File: src/rtl/wb_arbiter_pkg.sv
// Shared constants for the writeback arbiter: data width, register address width
// and the fixed requester slot assignment.
package wb_arbiter_pkg;

  localparam int XLEN = 32;
  localparam int RA_W = 5;

  localparam int REQ_ALU = 0;
  localparam int REQ_MUL = 1;
  localparam int REQ_LSU = 2;

  // Pointer width; a single requester still needs a 1-bit pointer.
  function automatic int ptr_w(input int n);
    return (n > 1) ? $clog2(n) : 1;
  endfunction

endpackage

File: src/rtl/rr_pick.sv
// Round-robin picker: first set valid bit at or above ptr, wrapping modulo N.
module rr_pick
  import wb_arbiter_pkg::*;
#(
  parameter int N  = 3,
  parameter int PW = ptr_w(N)
) (
  input  logic [N-1:0]  valid,
  input  logic [PW-1:0] ptr,
  output logic [N-1:0]  grant,
  output logic [PW-1:0] idx
);

  logic [2*N-1:0] rot;
  logic [PW:0]    sum;
  logic           found;

  // Rotating a doubled copy right by ptr puts the search order at bit 0 upward.
  always_comb begin
    rot   = {valid, valid} >> ptr;
    sum   = '0;
    found = 1'b0;
    for (int unsigned j = 0; j < N; j++) begin
      if (!found && rot[j]) begin
        found = 1'b1;
        sum   = {1'b0, ptr} + (PW+1)'(j);
      end
    end
    if (sum >= (PW+1)'(N)) sum = sum - (PW+1)'(N);
    idx   = sum[PW-1:0];
    grant = found ? (N'(1) << idx) : '0;
  end

endmodule

File: src/rtl/wb_arbiter.sv
// Writeback arbiter: round-robin grant among NREQ requesters onto a single
// registered register-file write port, with a committed-write counter.
module wb_arbiter
  import wb_arbiter_pkg::*;
#(
  parameter int NREQ = 3,
  parameter int XLEN = wb_arbiter_pkg::XLEN
) (
  input  logic                 clk,
  input  logic                 reset_n,
  input  logic [NREQ-1:0]      req_valid,
  input  logic [NREQ*RA_W-1:0] req_rd,
  input  logic [NREQ*XLEN-1:0] req_data,
  output logic [NREQ-1:0]      req_ready,
  input  logic                 flush,
  output logic                 rf_we,
  output logic [RA_W-1:0]      rf_wa,
  output logic [XLEN-1:0]      rf_wd,
  output logic [31:0]          wb_cnt
);

  localparam int PW = ptr_w(NREQ);

  logic [PW-1:0]   rr_ptr;
  logic [PW-1:0]   ptr_next;
  logic [PW-1:0]   pick_idx;
  logic [NREQ-1:0] pick_grant;
  logic            xfer;
  logic [RA_W-1:0] sel_rd;
  logic [XLEN-1:0] sel_data;
  logic [31:0]     cnt_q;

  rr_pick #(
    .N (NREQ),
    .PW(PW)
  ) u_pick (
    .valid(req_valid),
    .ptr  (rr_ptr),
    .grant(pick_grant),
    .idx  (pick_idx)
  );

  always_comb begin
    req_ready = (reset_n && !flush) ? pick_grant : '0;
  end

  assign xfer = |(req_valid & req_ready);

  always_comb begin
    sel_rd   = '0;
    sel_data = '0;
    for (int unsigned i = 0; i < NREQ; i++) begin
      if (pick_grant[i]) begin
        sel_rd   = req_rd[i*RA_W +: RA_W];
        sel_data = req_data[i*XLEN +: XLEN];
      end
    end
  end

  assign ptr_next = (pick_idx == PW'(NREQ-1)) ? '0 : pick_idx + 1'b1;

  // Writes to x0 are accepted and advance the pointer but never assert rf_we.
  always_ff @(posedge clk or negedge reset_n) begin
    if (!reset_n) begin
      rr_ptr <= '0;
      rf_we  <= 1'b0;
      rf_wa  <= '0;
      rf_wd  <= '0;
      cnt_q  <= '0;
    end else if (xfer) begin
      rr_ptr <= ptr_next;
      rf_we  <= |sel_rd;
      rf_wa  <= sel_rd;
      rf_wd  <= sel_data;
      if (|sel_rd) cnt_q <= cnt_q + 32'd1;
    end else begin
      rf_we  <= 1'b0;
    end
  end

  assign wb_cnt = cnt_q;

endmodule
File: config.mk
export PLATFORM = sky130hd
export DESIGN_NAME = wb_arbiter
export DESIGN_NICKNAME = d
export VERILOG_FILES = /design/src/rtl/wb_arbiter_pkg.sv /design/src/rtl/rr_pick.sv /design/src/rtl/wb_arbiter.sv
export SDC_FILE = /design/constraint.sdc
export NUM_CORES = 1
export LEC_CHECK = 0
export CAP_MARGIN = 20
export CELL_PAD_IN_SITES_DETAIL_PLACEMENT = 0
export CELL_PAD_IN_SITES_GLOBAL_PLACEMENT = 1
export CORE_UTILIZATION = 46
export CTS_CLUSTER_SIZE = 12
export DETAILED_ROUTE_END_ITERATION = 7
export DONT_BUFFER_PORTS = 1
export PLACE_DENSITY_LB_ADDON = 0.1
export SYNTH_ARGS = -nofsm -noshare
export SYNTH_HDL_FRONTEND = slang
export SYNTH_SLANG_ARGS = --single-unit
File: constraint.sdc
create_clock -name clk -period 7.6 [get_ports clk]
set_input_delay 2.28 -clock clk [delete_from_list [all_inputs] [get_ports clk]]
set_output_delay 2.28 -clock clk [all_outputs]
set_load 0.005 [all_outputs]
# Word-level counts from Yosys, hierarchy flattened
# Cells that the tools add are included.
[totals]
register_bits = 72
word_cells = 41
output_inout_bits = 73
[classes]
mux = 17
n_eq_ne = 1
bitwise = 1
shift = 2
reduce_logical = 9
magnitude_cmp = 1
add_sub_neg = 5
[ops]
columns = ["operator", "n"]
rows = [
  ["2-to-1 mux 32 bit", 3],
  ["adder 32 x 1 -> 32 bit (second input constant)", 1],
  ["2-to-1 mux 5 bit", 3],
  ["2-to-1 mux 3 bit", 4],
  ["2-to-1 mux 2 bit", 3],
  ["right shift 6 x 2 -> 3 bit", 1],
  ["OR reduction 5 bit", 1],
  ["2-to-1 mux 1 bit", 4],
  ["adder 2 x 1 -> 3 bit (second input constant)", 1],
  ["adder 2 x 2 -> 3 bit (second input constant)", 1],
  ["AND 3 bit", 1],
  [">= comparator 3 x 2 -> 1 bit (second input constant)", 1],
  ["logical AND 1 bit", 3],
  ["zero test 1 bit", 3],
  ["OR reduction 3 bit", 1],
  ["<< shifter 1 x 2 -> 3 bit (first input constant)", 1],
  ["adder 2 x 1 -> 2 bit (second input constant)", 1],
  ["equality test 2 bit (second input constant)", 1],
  ["AND reduction 2 bit", 1],
  ["subtractor 2 bit (second input constant)", 1],
]

# Depth between registers and ports, before layout
# Gate-level depths: netlist (run 1).
[depth]
ltp_word = 17
mapped_depth = 17
depth_no_buf = 13

# Cells and area by module
# Synthesis (run 1) repeated with hierarchy kept, for this count alone.
[hier_totals]
cells_unflattened = 472
hier_area_um2 = 4434.3
[by_module_without_submodules]
columns = ["module", "instances", "seq_area_each_um2", "area_each_um2", "cells_each"]
rows = [
  ["wb_arbiter", 1, 1801.7, 4021.4, 420],
  ["rr_pick", 1, 0.0, 412.9, 52],
]

# Least setup slack after synthesis (run 1)
# No wires, ideal clock.
[synth_path]
kind = "input to output"
startpoint = "input req_valid[1]"
endpoint = "output req_ready[2]"
path_slack_ns = 0.536
path_buffers = 3
cell_stages = 12
arrival_ns = 4.784
cell_sequence = "buf_2 -> and3b_1 -> o21ai_1 -> and3_1 -> buf_2 -> inv_1 -> ha_1 -> or4_4 -> a21o_1 -> nor2_2 -> clkbuf_1 -> and2_1"
[synth_via]
elab_chain_cells = 13
word_cells_on_any_way = 17
[synth_rtl]
columns = ["element", "line", "text"]
rows = [
  ["from (decl)", "wb_arbiter.sv:11", "input logic [NREQ-1:0] req_valid,"],
  ["right shift 6 x 2 -> 3 bit *", "rr_pick.sv:20", "rot = {valid, valid} >> ptr;"],
  ["2-to-1 mux 1 bit", "rr_pick.sv:24", "if (!found && rot[j]) begin"],
  ["zero test 1 bit", "rr_pick.sv:24", ""],
  ["logical AND 1 bit", "rr_pick.sv:24", ""],
  ["2-to-1 mux 1 bit", "rr_pick.sv:24", ""],
  ["zero test 1 bit", "rr_pick.sv:24", ""],
  ["logical AND 1 bit", "rr_pick.sv:24", ""],
  ["2-to-1 mux 3 bit", "rr_pick.sv:24", ""],
  [">= comparator 3 x 2 -> 1 bit or subtractor 2 bit (tied branches)", "rr_pick.sv:29", "if (sum >= (PW+1)'(N)) sum = sum - (PW+1)'(N);"],
  ["2-to-1 mux 2 bit", "rr_pick.sv:29", ""],
  ["<< shifter 1 x 2 -> 3 bit", "rr_pick.sv:31", "grant = found ? (N'(1) << idx) : '0;"],
  ["2-to-1 mux 3 bit *", "rr_pick.sv:31", ""],
  ["2-to-1 mux 3 bit *", "wb_arbiter.sv:44", "req_ready = (reset_n && !flush) ? pick_grant : '0;"],
  ["to (decl)", "wb_arbiter.sv:14", "output logic [NREQ-1:0] req_ready,"],
]
# Mark *: on every way between the ends. The rest lies on a longest branch, timed or not.

# Worst setup path in the final report (run 1)
# Ends and elaborated chain as after synthesis.

==> results of run 1 <==
worst max-delay path, delay by kind of cell:
kind	cells	cell delay [ns]
AOI/OAI and AO/OA	2	0.47
buffers and inverters	1	0.13
and+or+nand+nor	5	1.31
adders and majority gates	1	0.23
final cells by class:
class / instances / area [um2]
clock buffers: 11 / 131
clock inverters: 5 / 56.3
fillers: 847 / 4360
inverters: 7 / 26.3
multi-input cells: 325 / 2130
flip-flops and latches: 72 / 1800
well taps: 108 / 135
repair buffers: 5 / 37.5
placed cells by master, fill, tap and decap left out, drive strengths merged, types with 2 or more instances in the layout:
master,instances
a211oi,12
a2111oi,18
nand4,4
nand2b,2
clkinv,2
xor2,30
a22oi,32
and3b,2
nor2b,2
buf,5
a31o,3
and3,10
nand2,64
ha,3
nor2,38
nand3,23
nor4,2
o21ai,8
or2,4
a31oi,36
inv,8
nor3,7
dfrtp,72
a21oi,3
and2,4
or4bb,2
clkbuf,11
registers in the layout, summed over array words and instances, names as in the netlist:
register,cells
rf_we,1
rf_wa,5
rf_wd,32
rr_ptr,2
wb_cnt,32
report_power, final:
group	internal [uW]	switching (uW)
Clock	152	145
Sequential	514	140
Combinational	274	550
metal layers:
layer,global-route usage (%),wire length (um),vias up
met5,0,0,-
met2,39.2,5190,124
met1,26.3,4170,1575
met4,10.9,257,0
met3,5.48,623,18
li1,-,-,1568
cell usage after synthesis, types with 3 or more instances:
master / instances / area [um2]
o21ai_0: 7 / 35.0
clkbuf_1: 16 / 60.1
dfrtp_1: 72 / 1800
xor2_1: 30 / 263
and2_1: 4 / 25.0
buf_2: 9 / 45.0
a31oi_1: 36 / 225
nor3_1: 6 / 30.0
and3_1: 10 / 62.6
a211oi_1: 12 / 90.1
inv_1: 6 / 22.5
a2111oi_2: 18 / 270
ha_1: 3 / 37.5
nand2_1: 64 / 240
nand3_1: 23 / 115
nor2_1: 37 / 139
buf_1: 5 / 18.8
a22oi_1: 32 / 240
nand4_1: 4 / 25.0
how the worst max path moves through the flow:
stage                       from            to  slack [ns]
detailed placement  req_valid[1]  req_ready[2]        0.91
floorplan           req_valid[1]  req_ready[2]        0.54
global route        req_valid[0]  req_ready[2]        0.77
finish              req_valid[1]  req_ready[2]        0.90
global placement    req_valid[1]  req_ready[2]        0.97
CTS                 req_valid[1]  req_ready[2]        0.91
per-stage QoR:
step           cell area (um2)  hold WS, ns  cells  power [uW]  utilization (%)
3_5_place_dp              4130        0.482    517        1500             47.6
2_1_floorplan             4100        0.463    437        1320                -
5_1_grt                   4320        0.540    533        1930             49.7
3_3_place_gp              4130        0.484    517        1470             47.6
4_1_cts                   4320        0.497    533        1800             49.7
6_report                  4320        0.493    533        1780             49.7
kinds of logic after synthesis:
kind of cell / after synthesis / synth area share [%]
xor+xnor: 31 / 6.62
buf+inv: 40 / 4.39
simple gates: 170 / 20.0
mux: 1 / 0.275
fa+ha+maj: 3 / 0.916
compound gates: 120 / 23.9
flops: 72 / 43.9
==> qor.txt, run 1 <==
================================================================================
Overflow left after global routing                                             0
Antenna Cells                                                                  0
Depth of the worst register-to-register path                                  13
Number of detailed-routing iterations run before antenna repair                4
Final min period                                                         6.70 ns
Number of antenna violations at the first check in global routing              0
Worst hold path startpoint                                          wb_cnt[31]$_DFFE_PN0P_
Period utilization                                                         88.1%
Ys Warns                                                                       0
Die width                                                                96.4 um
Hold buffers post-CTS                                                          0
Placement Rows                                                                34
Min-Delay Path Class                                                flop to flop
CP required                                                              5.32 ns
Final setup violation count                                                    0
Net count of the mapped netlist                                              557
TritonCTS clock tree                                                       built
Number of sinks on the clock net                                              72
Most used DFF post-synth                                                 dfrtp_1
Post-synthesis to final-layout area growth                                 5.25%
Reg clk slew, reported paths                                             0.08 ns
Setup slack of the most critical reg-to-reg path                         2.82 ns
Netlist area before placement                                        0.00410 mm2
HPWL after DPL                                                           7290 um
CTS H-Tree Depth                                                               3
Leakage power figure                                                  0.00180 uW
Final TNS setup                                                             0 ns
Total vias in the final route                                               3285
Pre-CTS WS                                                              0.906 ns
DRT Wirelength                                                          10200 um
Die outline area                                                     0.00929 mm2
Result of the run                                                      completed
Post-synth cell types                                                         53
Worst stage delay on the critical path                                   0.56 ns
Worst setup path class                                              input port to output port
Number of enable-type register cells in the synthesized netlist                0
Largest driver fanout on the critical path                                    13
Number of global-route vias before repair                                   3185
Total Routing Usage GR                                                     22.6%
DR DRC count                                                                   0
Sequential fraction of the synthesis area                                  43.9%
Mean area per synthesized cell                                          9.38 um2
Max-slew headroom at the worst pin                                         36.4%
Power Dens Cells                                                      411 mW/mm2
Clock skew after layout                                                0.0161 ns
Slowest cell on the critical path                                          or4_4
Number of setup buffers added after CTS                                        0
Fraction of registers with async set or reset after synthesis               100%
Number of nets with antenna violations after routing                           0
Critical path cell sequence                                         and3b_1 -> o21ai_1 -> and3_1 -> inv_1 -> ha_1 -> or4_4 -> o22ai_1 -> nor2_2 -> and2_1
Die H                                                                    96.4 um
Worst reg2reg path startpoint                                       rr_ptr[1]$_DFFE_PN0P_
Wire length per cell                                                     19.2 um
Crit path DAT                                                            4.42 ns
Worst setup SP type                                                   input port
Area of the core region                                              0.00868 mm2
Number of instances in the synthesized netlist                               437
Gates resized, CTS repair                                                      0
Wire length of the first global-routing pass                            16000 um
Max Slew Vio Count                                                             0
Fraction of layout instances using a drive strength above 1                12.2%
Maximum number of pins on one net before global-route repair                  74
CTS buffer count                                                               9
FMAX                                                                     149 MHz
Crit end category                                                    output port
Total Nets Final                                                             540
Initial DRC count                                                            136
Clock insertion delay at the later pin of the skew report                0.35 ns
Clock Root Buffer                                                       clkbuf_8
Final Hold Viols                                                               0
Maximum vdd ir drop                                                     0.219 mV
Total of max-cap violations                                                    0
Tightest Pin Transition                                                 0.954 ns
Register bit count reported by yosys                                          72
RSZ-0062 raised after global routing                                          no
Maximum root-to-sink buffer count                                              2
Min-Delay Endpoint                                                  wb_cnt[31]$_DFFE_PN0P_
Depth of the worst hold-timing path                                            1
Least setup slack across all paths after layout                         0.901 ns
Gp weighted congestion                                                     0.804
Top-level I/O count                                                          190
I/O Buffers                                                                    0
Reg2reg end                                                         wb_cnt[1]$_DFFE_PN0P_
DR vias/cell                                                                6.16
Starting density of the core                                               47.2%
================================================================================
Power figures use the tool's default switching activity.
==> run 2: changes to the inputs <==
--- a/config.mk
+++ b/config.mk
@@ -12,7 +12,7 @@
 export CTS_CLUSTER_SIZE = 12
 export DETAILED_ROUTE_END_ITERATION = 7
 export DONT_BUFFER_PORTS = 1
-export PLACE_DENSITY_LB_ADDON = 0.1
+export PLACE_DENSITY_LB_ADDON = 0.05
 export SYNTH_ARGS = -nofsm -noshare
 export SYNTH_HDL_FRONTEND = slang
 export SYNTH_SLANG_ARGS = --single-unit
==> constraint.sdc (replaced) <==
create_clock -name clk -period 7.4 [get_ports clk]
set_input_delay 2.22 -clock clk [delete_from_list [all_inputs] [get_ports clk]]
set_output_delay 2.22 -clock clk [all_outputs]
set_load 0.005 [all_outputs]
==> qor.txt, run 2 (synthesis results as in run 1) <==
================================================================================
Result of the run                                                      completed
Filler-free cell count of the finished design                                532   -0.19%
Area of the core region                                              0.00868 mm2   unchanged
Wire length per cell                                                     19.3 um   +0.45%
Clock insertion delay at the later pin of the skew report                0.33 ns   -0.02 ns
Power Dens Cells                                                      441 mW/mm2   +7.2%
CP required                                                              5.18 ns   -0.14 ns
Filler instances                                                             816   -3.7%
Final core occ                                                             50.7%   +0.97 points
WP buf/inv                                                                     1   unchanged
Wire length of the first global-routing pass                            15000 um   -5.9%
Clock skew after layout                                               0.00783 ns   -0.00824 ns
Slowest cell on the critical path                                          or4_4
Final Hold Viols                                                               0   unchanged
Maximum number of pins on one net before global-route repair                  74   unchanged
Setup slack of the most critical reg-to-reg path                         2.61 ns   -0.21 ns
Crit end category                                                    output port
Kind of cell adding the most delay to the critical path             simple AND/OR/NAND/NOR gates
Starting density of the core                                               47.2%   unchanged
Total vias in the final route                                               3246   -1.2%
Die H                                                                    96.4 um   unchanged
DR vias/cell                                                                6.10   -1.0%
I/O Buffers                                                                    0   unchanged
Placed instance area                                                 0.00413 mm2   +0.12%
Largest driver fanout on the critical path                                    13   unchanged
CTS H-Tree Depth                                                               3   unchanged
Max-slew headroom at the worst pin                                         38.9%   +2.5 points
Final min period                                                         6.62 ns
Antenna Cells                                                                  0   unchanged
Switching power total                                                     863 uW   +3.3%
Max Slew Vio Count                                                             0   unchanged
Placement Rows                                                                34   unchanged
Leakage power figure                                                  0.00184 uW   +2.2%
Number of setup buffers added after CTS                                        0   unchanged
Depth of the worst hold-timing path                                            1   unchanged
Period utilization                                                         89.5%
Min-Delay Path Class                                                flop to flop
DRT Wirelength                                                          10300 um   +0.26%
Total Routing Usage GR                                                     21.6%   -1.1 points
Die width                                                                96.4 um   unchanged
Post-route standard cell area excluding fillers                      0.00440 mm2   +1.9%
Hold_ws                                                                 0.493 ns   +0.000154 ns
Maximum vdd ir drop                                                     0.215 mV   -1.5%
Total of max-cap violations                                                    0   unchanged
Placed insts                                                                 517   unchanged
Final TNS setup                                                             0 ns   unchanged
Number of global-route vias before repair                                   2986   -6.2%
HPWL after DPL                                                           7270 um   -0.32%
Worst setup path class                                              input port to output port
Worst stage delay on the critical path                                   0.57 ns   about the same
Worst reg2reg path startpoint                                       rr_ptr[1]$_DFFE_PN0P_
Hold buffers post-CTS                                                          0   unchanged
TritonCTS clock tree                                                       built
Number of nets with antenna violations after routing                           0   unchanged
Overflow left after global routing                                             0   unchanged
Initial DRC count                                                            112   -18%
Combinational cell fraction of total power                                 44.0%   -2.4 points
Reg2reg end                                                         wb_cnt[1]$_DFFE_PN0P_
Leading cell type in the layout, fill and taps excluded                  dfrtp_1
Commonest non-fill, non-tap cells in the layout                     dfrtp_1, nand2_1, a31oi_1, nor2_1, a22oi_1
Fraction of layout instances using a drive strength above 1                12.5%   +0.26 points
CTS buffer count                                                               9   unchanged
RSZ-0062 raised after global routing                                          no
Total Nets Final                                                             540   unchanged
Maximum root-to-sink buffer count                                              2   unchanged
DR DRC count                                                                   0   unchanged
Number of detailed-routing iterations run before antenna repair                4   unchanged
Gates resized, CTS repair                                                      0   unchanged
Gp weighted congestion                                                     0.820   +2.0%
Worst setup SP type                                                   input port
Die outline area                                                     0.00929 mm2   unchanged
Final setup violation count                                                    0   unchanged
Internal power component                                                 1080 uW   +15%
Post-synthesis to final-layout area growth                                 7.29%
Number of sinks on the clock net                                              72   unchanged
Power share of the clock group                                             21.2%   +4.4 points
Clock Root Buffer                                                       clkbuf_8
Depth of the worst register-to-register path                                  14   +1
Critical path cell sequence                                         and3b_1 -> o21ai_1 -> and3_1 -> inv_1 -> ha_1 -> or4_4 -> o22ai_1 -> nor2_2 -> and2_1
Crit path DAT                                                            4.40 ns   -0.02 ns
Top-level I/O count                                                          190   unchanged
Fraction of power spent switching nets                                     44.5%   -2.6 points
Sequential cell fraction of total power                                    34.7%   -2.1 points
Reg clk slew, reported paths                                             0.08 ns   about the same
Number of antenna violations at the first check in global routing              0   unchanged
Min-Delay Endpoint                                                  wb_cnt[31]$_DFFE_PN0P_
Tightest Pin Transition                                                 0.916 ns   -0.0381 ns
Worst hold path startpoint                                          wb_cnt[31]$_DFFE_PN0P_
FMAX                                                                     151 MHz
================================================================================
## run 2: power groups by stage
stage               sequential, uW  clock (uW)  combinational [uW]
floorplan                      623           0                 737
global route                   693         442                 963
CTS                            681         423                 863
global placement               687           0                 849
finish                         674         412                 855
detailed placement             689           0                 862
## run 2: worst max-delay path by stage
| stage | cells past startpoint | from | endpoint | slack [ns] |
|---|---|---|---|---|
| 5_1_grt | 9 | req_valid[1] | req_ready[2] | 0.66 |
| 3_3_place_gp | 9 | req_valid[1] | req_ready[2] | 0.89 |
| 6_report | 9 | req_valid[1] | req_ready[2] | 0.78 |
| 3_5_place_dp | 9 | req_valid[1] | req_ready[2] | 0.82 |
| 4_1_cts | 9 | req_valid[1] | req_ready[2] | 0.80 |
| 2_1_floorplan | 12 | req_valid[1] | req_ready[2] | 0.46 |
## run 2: routing by layer
layer / part of all wire [%] / GRT usage (%) / vias to the layer above
met5: 0 / 0 / -
met4: 1.8 / 9.68 / 0
met3: 6.4 / 5.01 / 16
met2: 50 / 36.1 / 130
met1: 42 / 26.6 / 1532
li1: - / - / 1568
## run 2: per-stage QoR
step           total power (uW)  worst slack, ns
6_report                   1940            0.778
5_1_grt                    2100            0.658
4_1_cts                    1970            0.802
3_5_place_dp               1550            0.816
3_3_place_gp               1540            0.893
2_1_floorplan              1360            0.456
## run 2: cell type report
cell class                 instances  area [um2]  share of cell area, %
clock buffer                      10         138                   3.13
inverter                           7        26.3                  0.597
clock inverter                     5         129                   2.93
multi-input combinational        325        2130                   48.5
sequential                        72        1800                   41.0
tap                              108         135                   3.07
timing repair buffer               5        37.5                  0.853
==> run 3: changes to the inputs <==
--- a/config.mk
+++ b/config.mk
@@ -8,7 +8,9 @@
 export CAP_MARGIN = 20
 export CELL_PAD_IN_SITES_DETAIL_PLACEMENT = 0
 export CELL_PAD_IN_SITES_GLOBAL_PLACEMENT = 1
-export CORE_UTILIZATION = 46
+export CORE_MARGIN = 2
+export CORE_UTILIZATION = 48
+export CTS_BUF_LIST = sky130_fd_sc_hd__clkbuf_4 sky130_fd_sc_hd__clkbuf_8
 export CTS_CLUSTER_SIZE = 12
 export DETAILED_ROUTE_END_ITERATION = 7
 export DONT_BUFFER_PORTS = 1
==> qor.txt, run 3 (synthesis results as in run 1) <==
================================================================================
Crit end category                                                    output port
Initial DRC count                                                            130   +16%
Maximum root-to-sink buffer count                                              2   unchanged
Power Dens Cells                                                      433 mW/mm2   -1.8%
I/O Buffers                                                                    0   unchanged
Total Nets Final                                                             540   unchanged
Depth of the worst hold-timing path                                            1   unchanged
Max-slew headroom at the worst pin                                         36.9%   -2.0 points
Pre-CTS WS                                                              0.785 ns   -0.0302 ns
Final Hold Viols                                                               0   unchanged
Wire length of the first global-routing pass                            16600 um   +10%
Number of global-route vias before repair                                   3220   +7.8%
Die H                                                                    96.4 um   about the same
HPWL after DPL                                                           7270 um   about the same
Die width                                                                96.4 um   about the same
Number of setup buffers added after CTS                                        0   unchanged
Worst reg2reg path startpoint                                       rr_ptr[1]$_DFFE_PN0P_
Placement Rows                                                                33   -2.9%
DR vias/cell                                                                6.29   +3.1%
Crit path DAT                                                            4.45 ns   +0.05 ns
Tightest Pin Transition                                                 0.947 ns   +0.0303 ns
Leading cell type in the layout, fill and taps excluded                  dfrtp_1
Final min period                                                         6.67 ns   +0.0442 ns
Depth of the worst register-to-register path                                  13   -1
Starting density of the core                                               49.7%   +2.4 points
Overflow left after global routing                                             0   unchanged
FMAX                                                                     150 MHz   -0.66%
Reg2reg end                                                         wb_cnt[1]$_DFFE_PN0P_
Beginning of the critical path                                      req_valid[1]
Area of the core region                                              0.00826 mm2   -4.8%
Hold buffers post-CTS                                                          0   unchanged
Gates resized, CTS repair                                                      0   unchanged
Setup slack of the most critical reg-to-reg path                         2.61 ns   about the same
Max Slew Vio Count                                                             0   unchanged
Number of detailed-routing iterations run before antenna repair                5   +1
RSZ-0062 raised after global routing                                          no
Slowest cell on the critical path                                          or4_4
Filler instances                                                             786   -3.7%
Worst setup SP type                                                   input port
Final setup violation count                                                    0   unchanged
Maximum number of pins on one net before global-route repair                  74   unchanged
Clock insertion delay at the later pin of the skew report                0.35 ns   +0.02 ns
Worst setup path class                                              input port to output port
Result of the run                                                      completed
Worst stage delay on the critical path                                   0.56 ns   about the same
Final core occ                                                             52.7%   +2.0 points
Maximum vdd ir drop                                                     0.192 mV   -11%
Min-Delay Endpoint                                                  wb_cnt[31]$_DFFE_PN0P_
Final TNS setup                                                             0 ns   unchanged
Number of antenna violations at the first check in global routing              0   unchanged
Die outline area                                                     0.00930 mm2   about the same
CTS H-Tree Depth                                                               3   unchanged
Commonest non-fill, non-tap cells in the layout                     dfrtp_1, nand2_1, a31oi_1, nor2_1, a22oi_1
Total vias in the final route                                               3333   +2.7%
Gp weighted congestion                                                     0.728   -11%
Number of nets with antenna violations after routing                           0   unchanged
TritonCTS clock tree                                                       built
Total Routing Usage GR                                                     23.3%   +1.7 points
Clock skew after layout                                                0.0162 ns   +0.00839 ns
Wire length per cell                                                     19.6 um   +1.7%
DRT Wirelength                                                          10400 um   +1.4%
Least setup slack across all paths after layout                         0.734 ns   -0.0442 ns
Antenna Cells                                                                  0   unchanged
Critical path cell sequence                                         and3b_1 -> o21ai_1 -> and3_1 -> inv_1 -> ha_1 -> or4_4 -> o22ai_1 -> nor2_2 -> and2_1
Clock Root Buffer                                                       clkbuf_8
Sum of internal, switching and leakage power                             1890 uW   -2.8%
DR DRC count                                                                   0   unchanged
Worst hold path startpoint                                          wb_cnt[31]$_DFFE_PN0P_
Period utilization                                                         90.1%   +0.60 points
CP required                                                              5.18 ns   about the same
Post-route standard cell area excluding fillers                      0.00435 mm2   -1.1%
Reg clk slew, reported paths                                             0.09 ns   about the same
Min-Delay Path Class                                                flop to flop
Leakage power figure                                                  0.00182 uW   -1.1%
Largest driver fanout on the critical path                                    13   unchanged
Post-synthesis to final-layout area growth                                 6.13%
Number of sinks on the clock net                                              72   unchanged
Fraction of layout instances using a drive strength above 1                12.7%   +0.21 points
Total of max-cap violations                                                    0   unchanged
Top-level I/O count                                                          190   unchanged
Placed instance area                                                 0.00412 mm2   -0.21%
CTS buffer count                                                               9   unchanged
================================================================================
run 3: worst max-delay path by stage:
stage | endpoint | slack (ns) | cells past startpoint
after floorplan | req_ready[2] | 0.46 | 12
after global placement | req_ready[2] | 0.88 | 9
after detailed placement | req_ready[2] | 0.79 | 9
after CTS | req_ready[2] | 0.78 | 9
after global routing | req_ready[2] | 0.61 | 9
final | req_ready[2] | 0.73 | 9
run 3: layout make-up:
class	count	area [um2]	area share, %
inverters	7	26.3	0.604
multi-input cells	325	2130	48.9
flip-flops and latches	72	1800	41.4
clock buffers	10	138	3.16
well taps	105	131	3.02
repair buffers	5	37.5	0.863
clock inverters	6	90.1	2.07
run 3: worst max-delay path: cells and delay by family:
family	cells	cell delay [ns]
and+or+nand+nor	5	1.31
adders and majority gates	1	0.22
AOI/OAI and AO/OA	2	0.56
buffers and inverters	1	0.13
run 3: routing by layer:
metal	wire length (um)	vias to the layer above	share of wire (%)	GRT usage, %
met2	5020	153	48	37.0
met5	0	-	0	0
met4	236	0	2.3	8.10
met3	880	17	8.5	6.52
li1	-	1571	-	-
met1	4260	1592	41	30.5
run 3: power by group:
group / switching [uW] / internal [uW] / total, uW
Sequential: 140 / 528 / 668
Clock: 161 / 201 / 362
Combinational: 574 / 282 / 856
Total: 875 / 1010 / 1890
run 3: metrics by stage:
step                instances  hold WS [ns]
global placement          514         0.480
global route              530         0.537
finish                    530         0.497
CTS                       530         0.503
detailed placement        514         0.486
floorplan                 437         0.463
